**src/rtl/phase_sequencer.sv**
```systemverilog
// Four-phase timed sequencer: captures per-phase durations on start and
// counts each phase down in prescaled ticks, with hold, abort and looping.
//
// state | meaning
// IDLE  | waiting for start, outputs at rest
// RUN   | prescaler and remaining count advance
// HOLD  | timing frozen while hold is high
module phase_sequencer #(
  parameter int DATAWIDTH = 4,
  parameter int PRESCALE  = 4
) (
  input  logic                 clk_i,
  input  logic                 rst_ni,
  input  logic                 start_i,
  input  logic                 hold_i,
  input  logic                 abort_i,
  input  logic                 loop_i,
  input  logic [DATAWIDTH-1:0] dur0_i,
  input  logic [DATAWIDTH-1:0] dur1_i,
  input  logic [DATAWIDTH-1:0] dur2_i,
  input  logic [DATAWIDTH-1:0] dur3_i,
  output logic [1:0]           phase_o,
  output logic [DATAWIDTH-1:0] remaining_o,
  output logic                 busy_o,
  output logic                 phase_done_o,
  output logic                 seq_done_o
);

  localparam int PW = (PRESCALE > 1) ? $clog2(PRESCALE) : 1;
  localparam logic [PW-1:0] PS_LAST = PW'(PRESCALE - 1);

  typedef enum logic [1:0] {S_IDLE, S_RUN, S_HOLD} state_t;

  state_t               state_q, state_d;
  logic [PW-1:0]        presc_q, presc_d;
  logic [1:0]           phase_q, phase_d;
  logic [DATAWIDTH-1:0] rem_q, rem_d;
  logic                 busy_q, busy_d;
  logic                 pdone_q, pdone_d;
  logic                 sdone_q, sdone_d;
  logic [DATAWIDTH-1:0] dur0_q, dur1_q, dur2_q, dur3_q;
  logic [DATAWIDTH-1:0] dur0_d, dur1_d, dur2_d, dur3_d;
  logic [DATAWIDTH-1:0] next_dur;

  always_ff @(posedge clk_i or negedge rst_ni) begin
    if (!rst_ni) begin
      state_q <= S_IDLE;
      presc_q <= '0;
      phase_q <= '0;
      rem_q   <= '0;
      busy_q  <= 1'b0;
      pdone_q <= 1'b0;
      sdone_q <= 1'b0;
      dur0_q  <= '0;
      dur1_q  <= '0;
      dur2_q  <= '0;
      dur3_q  <= '0;
    end else begin
      state_q <= state_d;
      presc_q <= presc_d;
      phase_q <= phase_d;
      rem_q   <= rem_d;
      busy_q  <= busy_d;
      pdone_q <= pdone_d;
      sdone_q <= sdone_d;
      dur0_q  <= dur0_d;
      dur1_q  <= dur1_d;
      dur2_q  <= dur2_d;
      dur3_q  <= dur3_d;
    end
  end

  always_comb begin
    case (phase_q)
      2'd0:    next_dur = dur1_q;
      2'd1:    next_dur = dur2_q;
      default: next_dur = dur3_q;
    endcase
  end

  always_comb begin
    state_d = state_q;
    presc_d = presc_q;
    phase_d = phase_q;
    rem_d   = rem_q;
    busy_d  = busy_q;
    pdone_d = 1'b0;
    sdone_d = 1'b0;
    dur0_d  = dur0_q;
    dur1_d  = dur1_q;
    dur2_d  = dur2_q;
    dur3_d  = dur3_q;

    if (abort_i) begin
      state_d = S_IDLE;
      presc_d = '0;
      phase_d = '0;
      rem_d   = '0;
      busy_d  = 1'b0;
    end else begin
      case (state_q)
        S_IDLE: begin
          if (start_i) begin
            state_d = S_RUN;
            presc_d = '0;
            phase_d = '0;
            rem_d   = dur0_i;
            busy_d  = 1'b1;
            dur0_d  = dur0_i;
            dur1_d  = dur1_i;
            dur2_d  = dur2_i;
            dur3_d  = dur3_i;
          end
        end
        S_RUN, S_HOLD: begin
          if (hold_i) begin
            state_d = S_HOLD;
          end else begin
            state_d = S_RUN;
            if (presc_q == PS_LAST) begin
              presc_d = '0;
              // remaining of 0 or 1 both end the phase on this tick
              if (rem_q > DATAWIDTH'(1)) begin
                rem_d = rem_q - DATAWIDTH'(1);
              end else begin
                pdone_d = 1'b1;
                if (phase_q != 2'd3) begin
                  phase_d = phase_q + 2'd1;
                  rem_d   = next_dur;
                end else begin
                  sdone_d = 1'b1;
                  phase_d = '0;
                  if (loop_i) begin
                    rem_d = dur0_q;
                  end else begin
                    state_d = S_IDLE;
                    rem_d   = '0;
                    busy_d  = 1'b0;
                  end
                end
              end
            end else begin
              presc_d = presc_q + PW'(1);
            end
          end
        end
        default: state_d = S_IDLE;
      endcase
    end
  end

  assign phase_o      = phase_q;
  assign remaining_o  = rem_q;
  assign busy_o       = busy_q;
  assign phase_done_o = pdone_q;
  assign seq_done_o   = sdone_q;

endmodule

```
**config.mk**
```make
export PLATFORM = sky130hd
export DESIGN_NAME = phase_sequencer
export DESIGN_NICKNAME = d
export VERILOG_FILES = /design/src/rtl/phase_sequencer.sv
export SDC_FILE = /design/constraint.sdc
export NUM_CORES = 1
export LEC_CHECK = 0
export BUFFER_PORTS_ARGS = -buffer_cell sky130_fd_sc_hd__buf_2
export CAP_MARGIN = 20
export CORE_ASPECT_RATIO = 0.8
export CORE_MARGIN = 2
export CORE_UTILIZATION = 54
export DETAILED_ROUTE_END_ITERATION = 10
export PLACE_DENSITY = 0.78
export SLEW_MARGIN = 20
export SYNTH_ARGS = -nofsm -noshare
export SYNTH_HDL_FRONTEND = slang
export SYNTH_SLANG_ARGS = --single-unit
```
**constraint.sdc**
```tcl
create_clock -name clk_i -period 2 [get_ports clk_i]
set_input_delay 0.2 -clock clk_i [delete_from_list [all_inputs] [get_ports clk_i]]
set_output_delay 0.2 -clock clk_i [all_outputs]
set_load 0.02 [all_outputs]
```
== Yosys cells after proc, flatten, opt, wreduce, memory -nomap -nowiden ==
Index checks and enable logic that the tools add are counted.

* Bits in registers: 29
* Bits of input ports: 22
* Output and inout bits: 9
* Word-level logic and storage cells: 83

* Add/subtract/negate cells: 3
* Order comparisons: 1
* Equal/unequal tests: 11
* Mux-type cells: 47
* Bitwise logic cells: 1
* Reduce and logical (&&, ||, !) cells: 9

{| class="wikitable"
|+ Operator list
! cell !! count
|-
| 2-to-1 mux 4 bit || 7
|-
| 2-to-1 mux 2 bit || 12
|-
| 2-to-1 mux 1 bit || 22
|-
| inequality test 3 bit (second input constant) || 6
|-
| one-hot mux 4 bit (2 select lines) || 2
|-
| one-hot mux 2 bit (2 select lines) || 3
|-
| AND reduction 7 bit || 1
|-
| AND reduction 3 bit || 2
|-
| AND reduction 5 bit || 1
|-
| adder 2 x 1 -> 2 bit (second input constant) || 2
|-
| == test 2 x 1 -> 1 bit (second input constant) || 2
|-
| == test 2 bit (second input constant) || 2
|-
| > comparator 4 x 1 -> 1 bit (second input constant) || 1
|-
| zero test 2 bit || 2
|-
| AND reduction 4 bit || 1
|-
| subtractor 4 x 1 -> 4 bit (second input constant) || 1
|-
| nonzero test 3 bit || 1
|-
| inequality test 2 bit (second input constant) || 1
|-
| one-hot mux 1 bit (2 select lines) || 1
|-
| OR reduction 2 bit || 1
|-
| NOT 1 bit || 1
|}

== Longest topological paths before layout ==
Gate-level depths: netlist of the first run.

* Word-level depth: 8
* Depth in mapped cells: 7
* Depth with buffers taken out: 6

== Least setup slack after synthesis of the first run ==
OpenSTA, ideal clock, no wires.

* Path type: register to register
* Start: register phase_q[0], in the netlist phase_o[0]
* End: register rem_q[1], in the netlist remaining_o[1]
* Setup time: 103 ps
* Data arrival time: 1736 ps
* Data required time: 1897 ps
* Slack: 160 ps
* Cell stages (with the launch flop): 7
* Path buffers: 0
* Clock period less this slack: 1840 ps
* Cell sequence: dfrtp_1 inv_1 ha_1 or3b_2 a21oi_1 a311oi_1 o41ai_2

* Longest elaborated chain between the ends: 8
* Elaborated cells on any way between the ends: 10
* Those cells by class: eq/ne (2); mux (7); reduce/logical (1)

{| class="wikitable"
|+ RTL lines
! what !! line !! source
|-
| start: declaration || 36 || <nowiki>logic [1:0] phase_q, phase_d;</nowiki>
|-
| start signal: assignment || 61 || <nowiki>phase_q <= phase_d;</nowiki>
|-
| == test 2 x 1 -> 1 bit / zero test 2 bit (equally long branches) || 74 || <nowiki>case (phase_q)</nowiki>
|-
| one-hot mux 4 bit (2 select lines) || 74 ||
|-
| 2-to-1 mux 4 bit (*) || 127 || <nowiki>if (phase_q != 2'd3) begin</nowiki>
|-
| 2-to-1 mux 4 bit (*) || 123 || <nowiki>if (rem_q > DATAWIDTH'(1)) begin</nowiki>
|-
| 2-to-1 mux 4 bit (*) || 120 || <nowiki>if (presc_q == PS_LAST) begin</nowiki>
|-
| 2-to-1 mux 4 bit (*) || 116 || <nowiki>if (hold_i) begin</nowiki>
|-
| one-hot mux 4 bit (2 select lines) (*) || 101 || <nowiki>case (state_q)</nowiki>
|-
| 2-to-1 mux 4 bit (*) || 94 || <nowiki>if (abort_i) begin</nowiki>
|-
| end signal: assignment || 62 || <nowiki>rem_q <= rem_d;</nowiki>
|-
| end: declaration || 37 || <nowiki>logic [DATAWIDTH-1:0] rem_q, rem_d;</nowiki>
|}

Every way passes the cells marked *; elsewhere a longest branch is shown, timed or not. The select of a mux whose other input is x is not followed.
A chain may end at the register's enable or synchronous reset.

== Worst setup path in the final report of the first run ==
* Start: register state_q[0]
* End: register phase_q[1], in the netlist phase_o[1]

* Longest elaborated chain between the ends: 4
* Elaborated cells on any way between the ends: 12
* Those cells by class: eq/ne (6); mux (2); reduce/logical (4)

{| class="wikitable"
|+ RTL lines
! what !! line !! source
|-
| start: declaration || 34 || <nowiki>state_t state_q, state_d;</nowiki>
|-
| start signal: assignment || 59 || <nowiki>state_q <= state_d;</nowiki>
|-
| == test 2 x 1 -> 1 bit / == test 2 bit (equally long branches) || 101 ||
|-
| OR reduction 2 bit || 101 ||
|-
| inequality test 3 bit (no source line), or another cell as far along || n/a ||
|-
| AND reduction 5 bit (no source line) / 2-to-1 mux 2 bit (equally long branches) || n/a ||
|}

Several ways; a longest one is shown, not always the timed one.

==> results.ini, run 1 <==
[outcome]
run_status = finished, final reports clean

[clocking]
cts_buffers = 5
clk_path_buf_depth = 2
clock-sinks = 29
cts_max_level = 2
clk_latency_ns = 0.29
cts_root_buf = clkbuf_8
path_clk_slew_ns = 0.06
cts_tree = yes

[critical_path]
r2r_start = state_q[0]$_DFFE_PN0N_
crit_required_ns = 2.17
r2r_slack_ns = 0.15
r2r-end = phase_o[1]$_DFFE_PN0P_
endpoint_kind = flop
slowest_stage = dfrtp_1
path_max_fanout = 6
cp_cell_sequence = inv_1 > ha_1 > mux2i_2 > o21a_1 > nor3_1 > a22o_1
start_kind = flop
max_stage_delay_ns = 0.40
path_class = flop to flop
cp.arrival_ns = 2.02
r2r_cells = 6

[pwr]
pwr-share-comb = 0.281
switching_share = 0.317
p_switching_mw = 0.556
p_per_area_nw_per_um2 = 921
p_leak_nw = 0.863
p_int_mw = 1.20
ir_worst_vdd_mv = 0.574
power.share.sequential = 0.440
clock_power_share = 0.279

[flow_run]
drv_cap = 0

[hold_path]
hp-class = input port to flop
holdPathEnd = dur1_q[3]$_DFFE_PN0P_
hold_start = dur1_i[3]
hold-path-cell-count = 2

[final_layout]
fin_nets = 215
final_cell_mix = 30 x buf_2, 28 x dfrtp_1, 16 x mux2_2
final_common_cell = buf_2
drive_gt1_frac = 0.341
final_cells = 223
final_core_util = 0.683
num_antenna_cells = 0
area_delta_synth_final_pct = 18.5

[synthesis]
seq_area_frac_synth = 0.452
synth_top_family_by_area = simple AND/OR/NAND/NOR gates
ys_ff_latch = 29
async_flop_share = 1.00
synthAdderAreaFrac = 0.0623
syn-num-nets = 179
synthSimpleGateAreaFrac = 0.181
synth.area.mux_share = 0.118
synth-edff-count = 0
syn-cell-area_sq_um = 1610
synth_compound_area_frac = 0.146
synthCells = 149
ys_types = 41
ys.warnings.count = 0
ys.flop_type = dfrtp_1
synth_xor_area_frac = 0.0109
syn_avg_cell_area_sq_um = 10.8

[detailed_routing]
wl_um = 3780
antenna_left = 0
vias = 1336
drc = 0
wire_per_inst_um = 17.0
drt_pass1_iterations = 4
via_per_inst = 5.99
drtIter0Drc = 112

[sta]
holdWs_ns = 0.141
drv_slew = 0
hold_viol_final = 0
slew_headroom = 0.566
finClkSkew_ns = 0.00418
rsz0062_at_grt = no
fmax_mhz = 542
tightest_slew_ns = 0.650
post-route-period-util = 0.923
tns_ns = 0
post-route-min-period_ns = 1.85
setup_viol = 0

[floorplan]
io_pins = 31
coreArea_sq_um = 2790
rows = 17
die_area_sq_um = 3430
die_w_um = 65.0
start_util = 0.577
die_y_um = 52.8

[global_route]
grt_pass1_vias = 1328
antenna_found_initial = 0
grt_usage = 0.257
grt_overflow = 0
grt_max_degree = 30
grt_pass1_wl_um = 6350

[placed_design]
placed_cells = 215
gp_congestion = 0.852
dp_hpwl_um = 2710
portBuffers = 30

## worst max-delay path, delay by kind of cell, from the launching register on
family	cells	cell delay [ns]
AO/OA/AOI/OAI	2	0.49
adder cells (fa/ha/maj)	1	0.31
buffers and inverters	1	0.07
flip-flops	1	0.40
multiplexers	1	0.38
AND/OR/NAND/NOR	1	0.09
## cell usage after synthesis (2+ instances only)
master	instances	share of area
nand2_1	5	0.012
a31oi_1	2	0.0078
nor2_1	8	0.019
dfrtp_1	29	0.45
buf_2	2	0.0062
inv_1	8	0.019
ha_1	8	0.062
mux2_2	16	0.11
nor3_1	3	0.0093
or2_2	2	0.0078
nand2b_1	3	0.012
a22oi_1	2	0.0093
a221oi_1	3	0.016
nor4_1	2	0.0078
o22ai_1	2	0.0078
o21a_1	2	0.0093
and2_1	4	0.016
nand3_1	5	0.016
clkbuf_1	2	0.0047
a21oi_1	8	0.025
nand3b_1	2	0.0093
or3b_2	2	0.011
nor3b_1	2	0.0093
a21o_1	2	0.0093
a22o_1	3	0.016
nor2b_1	4	0.016
nor4b_1	4	0.022
## final cells by class
class | count | area, sq um
repair buffers | 33 | 175
inverters | 8 | 30.0
well taps | 38 | 47.5
fillers | 225 | 883
clock buffers | 7 | 86.3
multi-input cells | 108 | 837
flip-flops and latches | 29 | 727
## timing repair
action	in CTS	in global routing
hold buffers	1	0
resized for setup	0	2
endpoints found under the hold margin	29	0
buffers inserted	0	0
endpoints found under the setup margin	0	2
## kinds of logic (layout without fill, tap and decap cells)
| group | count (synthesis) | count (layout) |
|---|---|---|
| compound gates | 32 | 32 |
| mux | 17 | 17 |
| buf+inv | 12 | 48 |
| xor+xnor | 2 | 2 |
| fa+ha+maj | 8 | 8 |
| simple gates | 49 | 49 |
| flops | 29 | 29 |
## per-stage QoR
stage	setup WS (ns)	cell area [sq um]	power [mW]
floorplan	0.160	1610	1.10
global placement	0.167	1800	1.23
finish	0.154	1900	1.75
global route	0.00245	1900	1.84
detailed placement	0.139	1800	1.26
CTS	0.135	1900	1.75
## power groups by stage
stage / clock [mW] / combinational (mW) / sequential, mW
floorplan: 0 / 0.322 / 0.777
global placement: 0 / 0.459 / 0.772
detailed placement: 0 / 0.477 / 0.779
CTS: 0.494 / 0.483 / 0.769
global route: 0.523 / 0.535 / 0.786
finish: 0.489 / 0.492 / 0.771
## registers in the layout (all words and copies together) (netlist names)
signal / count
phase_done_o: 1
state_q: 2
busy_o: 1
dur0_q: 4
dur3_q: 4
seq_done_o: 1
remaining_o: 4
dur2_q: 4
presc_q: 2
phase_o: 2
dur1_q: 4
## routing by layer
layer	share of wire	track usage
met1	0.44	0.348
met2	0.45	0.375
met3	0.087	0.103
met4	0.021	0.0851
met5	0	0
## how the worst max path moves through the flow
stage,slack [ns],endpoint,start,cells after the start
floorplan,0.16,remaining_o[1]$_DFFE_PN0P_,phase_o[0]$_DFFE_PN0P_,6
global placement,0.17,remaining_o[1]$_DFFE_PN0P_,phase_o[0]$_DFFE_PN0P_,6
detailed placement,0.14,remaining_o[1]$_DFFE_PN0P_,phase_o[0]$_DFFE_PN0P_,6
CTS,0.13,remaining_o[1]$_DFFE_PN0P_,phase_o[0]$_DFFE_PN0P_,6
global route,0.002,remaining_o[1]$_DFFE_PN0P_,phase_o[1]$_DFFE_PN0P_,6
finish,0.15,phase_o[1]$_DFFE_PN0P_,state_q[0]$_DFFE_PN0N_,6
Power figures use the tool's default switching activity.
==> run 2: changes to the inputs <==
- PLACE_DENSITY: 0.78 -> default
- PLACE_DENSITY_LB_ADDON: default -> 0.08
- clock period: 2 -> 1.95 ns (I/O delays scaled with it)
==> results.ini, run 2 (synthesis gave the netlist of run 1 again) <==
[critical_path]
cp.arrival_ns = 2.03
cp-startpoint = phase_o[0]$_DFFE_PN0P_
start_kind = flop
r2r_cells = 6
path_class = flop to flop
r2r_slack_ns = 0.11
endpoint_kind = flop
r2r-end = remaining_o[1]$_DFFE_PN0P_
path_max_fanout = 8
crit_required_ns = 2.14
r2r_start = phase_o[0]$_DFFE_PN0P_

[floorplan]
io_pins = 31
die_area_sq_um = 3430
rows = 17
start_util = 0.577
die_w_um = 65.0
die_y_um = 52.8
coreArea_sq_um = 2790

[pwr]
ir_worst_vdd_mv = 0.663
power_mw = 1.94
p_leak_nw = 0.886
p_per_area_nw_per_um2 = 990

[detailed_routing]
wl_um = 3530
vias = 1331
antenna_left = 0
via_per_inst = 5.89
drc = 0
wire_per_inst_um = 15.6
drtIter0Drc = 68
drt_pass1_iterations = 5

[clocking]
cts_tree = yes
clock-sinks = 29
clk_latency_ns = 0.28
clk_path_buf_depth = 2
cts_buffers = 5
cts_max_level = 2
cts_root_buf = clkbuf_8
path_clk_slew_ns = 0.06

[final_layout]
area_delta_synth_final_pct = 21.7
final_common_cell = buf_2
drive_gt1_frac = 0.362
final_core_util = 0.702
fin_nets = 217
num_antenna_cells = 0
fin_area_sq_um = 1960
final_cell_mix = 30 x buf_2, 28 x dfrtp_1, 16 x mux2_2

[placed_design]
portBuffers = 30
place_area_sq_um = 1810
dp_hpwl_um = 2660
gp_congestion = 0.872

[global_route]
grt_pass1_wl_um = 6020
grt_usage = 0.242
grt_max_degree = 30
grt_overflow = 0
antenna_found_initial = 0
grt_pass1_vias = 1256

[sta]
post-route-period-util = 0.945
drv_slew = 0
rsz0062_at_grt = yes
hold_viol_final = 0
tightest_slew_ns = 0.630
tns_ns = 0
finClkSkew_ns = 0.00860
slew_headroom = 0.580
fmax_mhz = 543
post-route-min-period_ns = 1.84
setup_viol = 0

[hold_path]
hold_start = dur1_i[1]
hold-path-cell-count = 2
hp-class = input port to flop
holdPathEnd = dur1_q[1]$_DFFE_PN0P_

[outcome]
run_status = finished, final reports clean

[flow_run]
drv_cap = 0

==> run 2: cell types whose count changed in the layout (fill, tap and decap cells not counted) <==
cell and delta:
bufinv_16 +1, nor3_2 +1, ha_2 +1, ha_1 -1, nor3_1 -1, buf_4 +2
==> run 2: through the flow <==
| stage | worst slack (ns) | cells | hold slack, ns |
|---|---|---|---|
| finish | 0.107 | 226 | 0.138 |
| detailed placement | 0.0619 | 216 | 0.245 |
| CTS | 0.0662 | 225 | 0.134 |
| global placement | 0.160 | 216 | 0.238 |
| floorplan | 0.110 | 149 | -0.101 |
| global route | 0.00108 | 226 | 0.146 |
==> run 2: layout make-up <==
| type | count | area, sq um |
|---|---|---|
| well taps | 38 | 47.5 |
| clock buffers | 7 | 86.3 |
| clock inverters | 1 | 30.0 |
| fillers | 223 | 831 |
| flip-flops and latches | 29 | 727 |
| inverters | 8 | 30.0 |
| repair buffers | 35 | 190 |
| multi-input cells | 108 | 845 |
==> run 2: how the worst max path moves through the flow <==
stage | endpoint | slack [ns]
2_1_floorplan | remaining_o[1]$_DFFE_PN0P_ | 0.11
3_3_place_gp | phase_o[1]$_DFFE_PN0P_ | 0.16
3_5_place_dp | remaining_o[1]$_DFFE_PN0P_ | 0.06
4_1_cts | remaining_o[1]$_DFFE_PN0P_ | 0.07
5_1_grt | phase_o[1]$_DFFE_PN0P_ | 0.001
6_report | remaining_o[1]$_DFFE_PN0P_ | 0.11
==> run 2: report_power, final <==
part           switching, mW  internal [mW]  total (mW)  leakage, nW
Sequential            0.0832          0.711       0.794        0.362
Clock                  0.220          0.416       0.636       0.0585
Combinational          0.264          0.242       0.506        0.465
Total                  0.567           1.37        1.94        0.886
==> run 2: critical path: stages (launching register included) <==
cell and delay, ns:
dfrtp_2 0.41, inv_1 0.06, ha_1 0.29, or3b_2 0.46, a21oi_1 0.16, a311oi_1 0.08
o41ai_2 0.29
==> run 2: per-layer routing <==
| metal | wire (um) | GRT usage |
|---|---|---|
| met1 | 1550 | 0.312 |
| met2 | 1610 | 0.385 |
| met3 | 315 | 0.0645 |
| met4 | 54 | 0.106 |
| met5 | 0 | 0 |
==> run 2: timing repair <==
item / in CTS / in global routing
hold buffers: 1 / 0
setup endpoints to repair: 0 / 3
resized for setup: 0 / 4
buffers inserted: 0 / 1
hold endpoints to repair: 29 / 0
==> run 3: changes to the inputs <==
- PLACE_DENSITY: default -> 0.77
- PLACE_DENSITY_LB_ADDON: 0.08 -> default
==> results.ini, run 3 (synthesis gave the netlist of run 1 again) <==
[outcome]
run_status = finished, final reports clean

[detailed_routing]
drt_pass1_iterations = 4
vias = 1306
drc = 0
antenna_left = 0
via_per_inst = 5.78
drtIter0Drc = 102
wl_um = 3600
wire_per_inst_um = 15.9

[sta]
rsz0062_at_grt = no
post-route-period-util = 0.954
finClkSkew_ns = 0.00684
slew_headroom = 0.567
fmax_mhz = 537
hold_viol_final = 0
tns_ns = 0
drv_slew = 0
post-route-min-period_ns = 1.86
tightest_slew_ns = 0.650
setup_viol = 0

[clocking]
clk_path_buf_depth = 2
path_clk_slew_ns = 0.06
cts_buffers = 5
cts_setup_buffers = 0
cts_tree = yes
clock-sinks = 29
cts_max_level = 2
clk_latency_ns = 0.29
cts_root_buf = clkbuf_8

[final_layout]
final_common_cell = buf_2
final_cell_mix = 30 x buf_2, 28 x dfrtp_1, 16 x mux2_2
fin_area_sq_um = 1930
final_cells = 226
area_delta_synth_final_pct = 20.2
fin_nets = 218
fill_cells = 235
drive_gt1_frac = 0.362
num_antenna_cells = 0

[pwr]
p_per_area_nw_per_um2 = 930
ir_worst_vdd_mv = 0.638
clock_power_share = 0.274
power_mw = 1.80
switching_share = 0.315
power.share.sequential = 0.443
p_switching_mw = 0.566
p_int_mw = 1.23
p_leak_nw = 0.881
pwr-share-comb = 0.283

[floorplan]
die_w_um = 65.0
start_util = 0.577
die_y_um = 52.8
coreArea_sq_um = 2790
io_pins = 31
die_area_sq_um = 3430
rows = 17

[global_route]
busiest_layer = met2
grt_usage = 0.257
grt_pass1_wl_um = 6270
grt_max_degree = 30
grt_overflow = 0
grt_pass1_vias = 1267
met3_usage = 0.0989
grtUsageMet2 = 0.387
use_met1 = 0.329
antenna_found_initial = 0

[critical_path]
r2r_slack_ns = 0.09
r2r_cells = 7
cp.arrival_ns = 2.09
path_class = flop to flop
endpoint_kind = flop
crit_required_ns = 2.18
path_max_fanout = 10
start_kind = flop

[placed_design]
place_area_sq_um = 1820
dp_hpwl_um = 2690
placed_cells = 218
gp_congestion = 0.917
portBuffers = 30

[flow_run]
drv_cap = 0

[hold_path]
hp-class = input port to flop
hold-path-cell-count = 2

==> run 3: cell types whose count changed in the layout (fill, tap and decap cells not counted), sizes merged <==
cell    previous run  this run
buf               34        35
bufinv             1         0
==> run 3: path summary, 6_finish.rpt <==
path                                              end              startpoint
min                             dur3_q[1]$_DFFE_PN0P_               dur3_i[1]
min in group asynchronous       dur3_q[3]$_DFFE_PN0P_                  rst_ni
max                        remaining_o[3]$_DFFE_PN0P_  state_q[0]$_DFFE_PN0N_
max in group asynchronous      phase_o[0]$_DFFE_PN0P_                  rst_ni
max reg2reg                remaining_o[3]$_DFFE_PN0P_  state_q[0]$_DFFE_PN0N_
min reg2reg                     dur0_q[2]$_DFFE_PN0P_   dur0_q[2]$_DFFE_PN0P_
==> run 3: per-stage QoR <==
stage                      util  setup slack [ns]  hold slack, ns
after floorplan               -             0.110          -0.101
after global routing      0.693            0.0381           0.130
after detailed placement  0.655            0.0930           0.261
final                     0.693            0.0889           0.139
after CTS                 0.689            0.0817           0.132
after global placement    0.655             0.171           0.244
==> run 3: layout make-up <==
cell class	instances	area [sq um]	area share
clock buffers	7	86.3	0.0447
inverters	8	30.0	0.0155
multi-input cells	108	843	0.437
flip-flops and latches	29	727	0.376
well taps	38	47.5	0.0246
repair buffers	36	198	0.102
==> run 3: repair_timing <==
action | CTS | global route
hold buffers | 1 | 0
endpoints found under the hold margin | 29 | 0
setup endpoints to repair | 0 | 2
gates resized for setup | 0 | 4
==> run 3: power by group through the flow <==
| stage | registers [mW] | logic [mW] | clock network (mW) |
|---|---|---|---|
| after detailed placement | 0.802 | 0.497 | 0 |
| after global routing | 0.809 | 0.565 | 0.538 |
| after global placement | 0.798 | 0.476 | 0 |
| after floorplan | 0.797 | 0.330 | 0 |
| after CTS | 0.792 | 0.502 | 0.505 |
| final | 0.796 | 0.509 | 0.493 |
==> run 3: worst max-delay path, stage by stage (launching register included) <==
cell,delay [ns]
dfrtp_1,0.38
inv_1,0.05
ha_1,0.31
buf_4,0.17
nand2b_1,0.16
nor4_1,0.39
o21a_1,0.19
a221o_1,0.14
==> run 3: layer usage <==
layer / part of all wire / wire length [um]
met4: 0.012 / 42
met1: 0.45 / 1640
met5: 0 / 0
met2: 0.46 / 1670
met3: 0.069 / 250
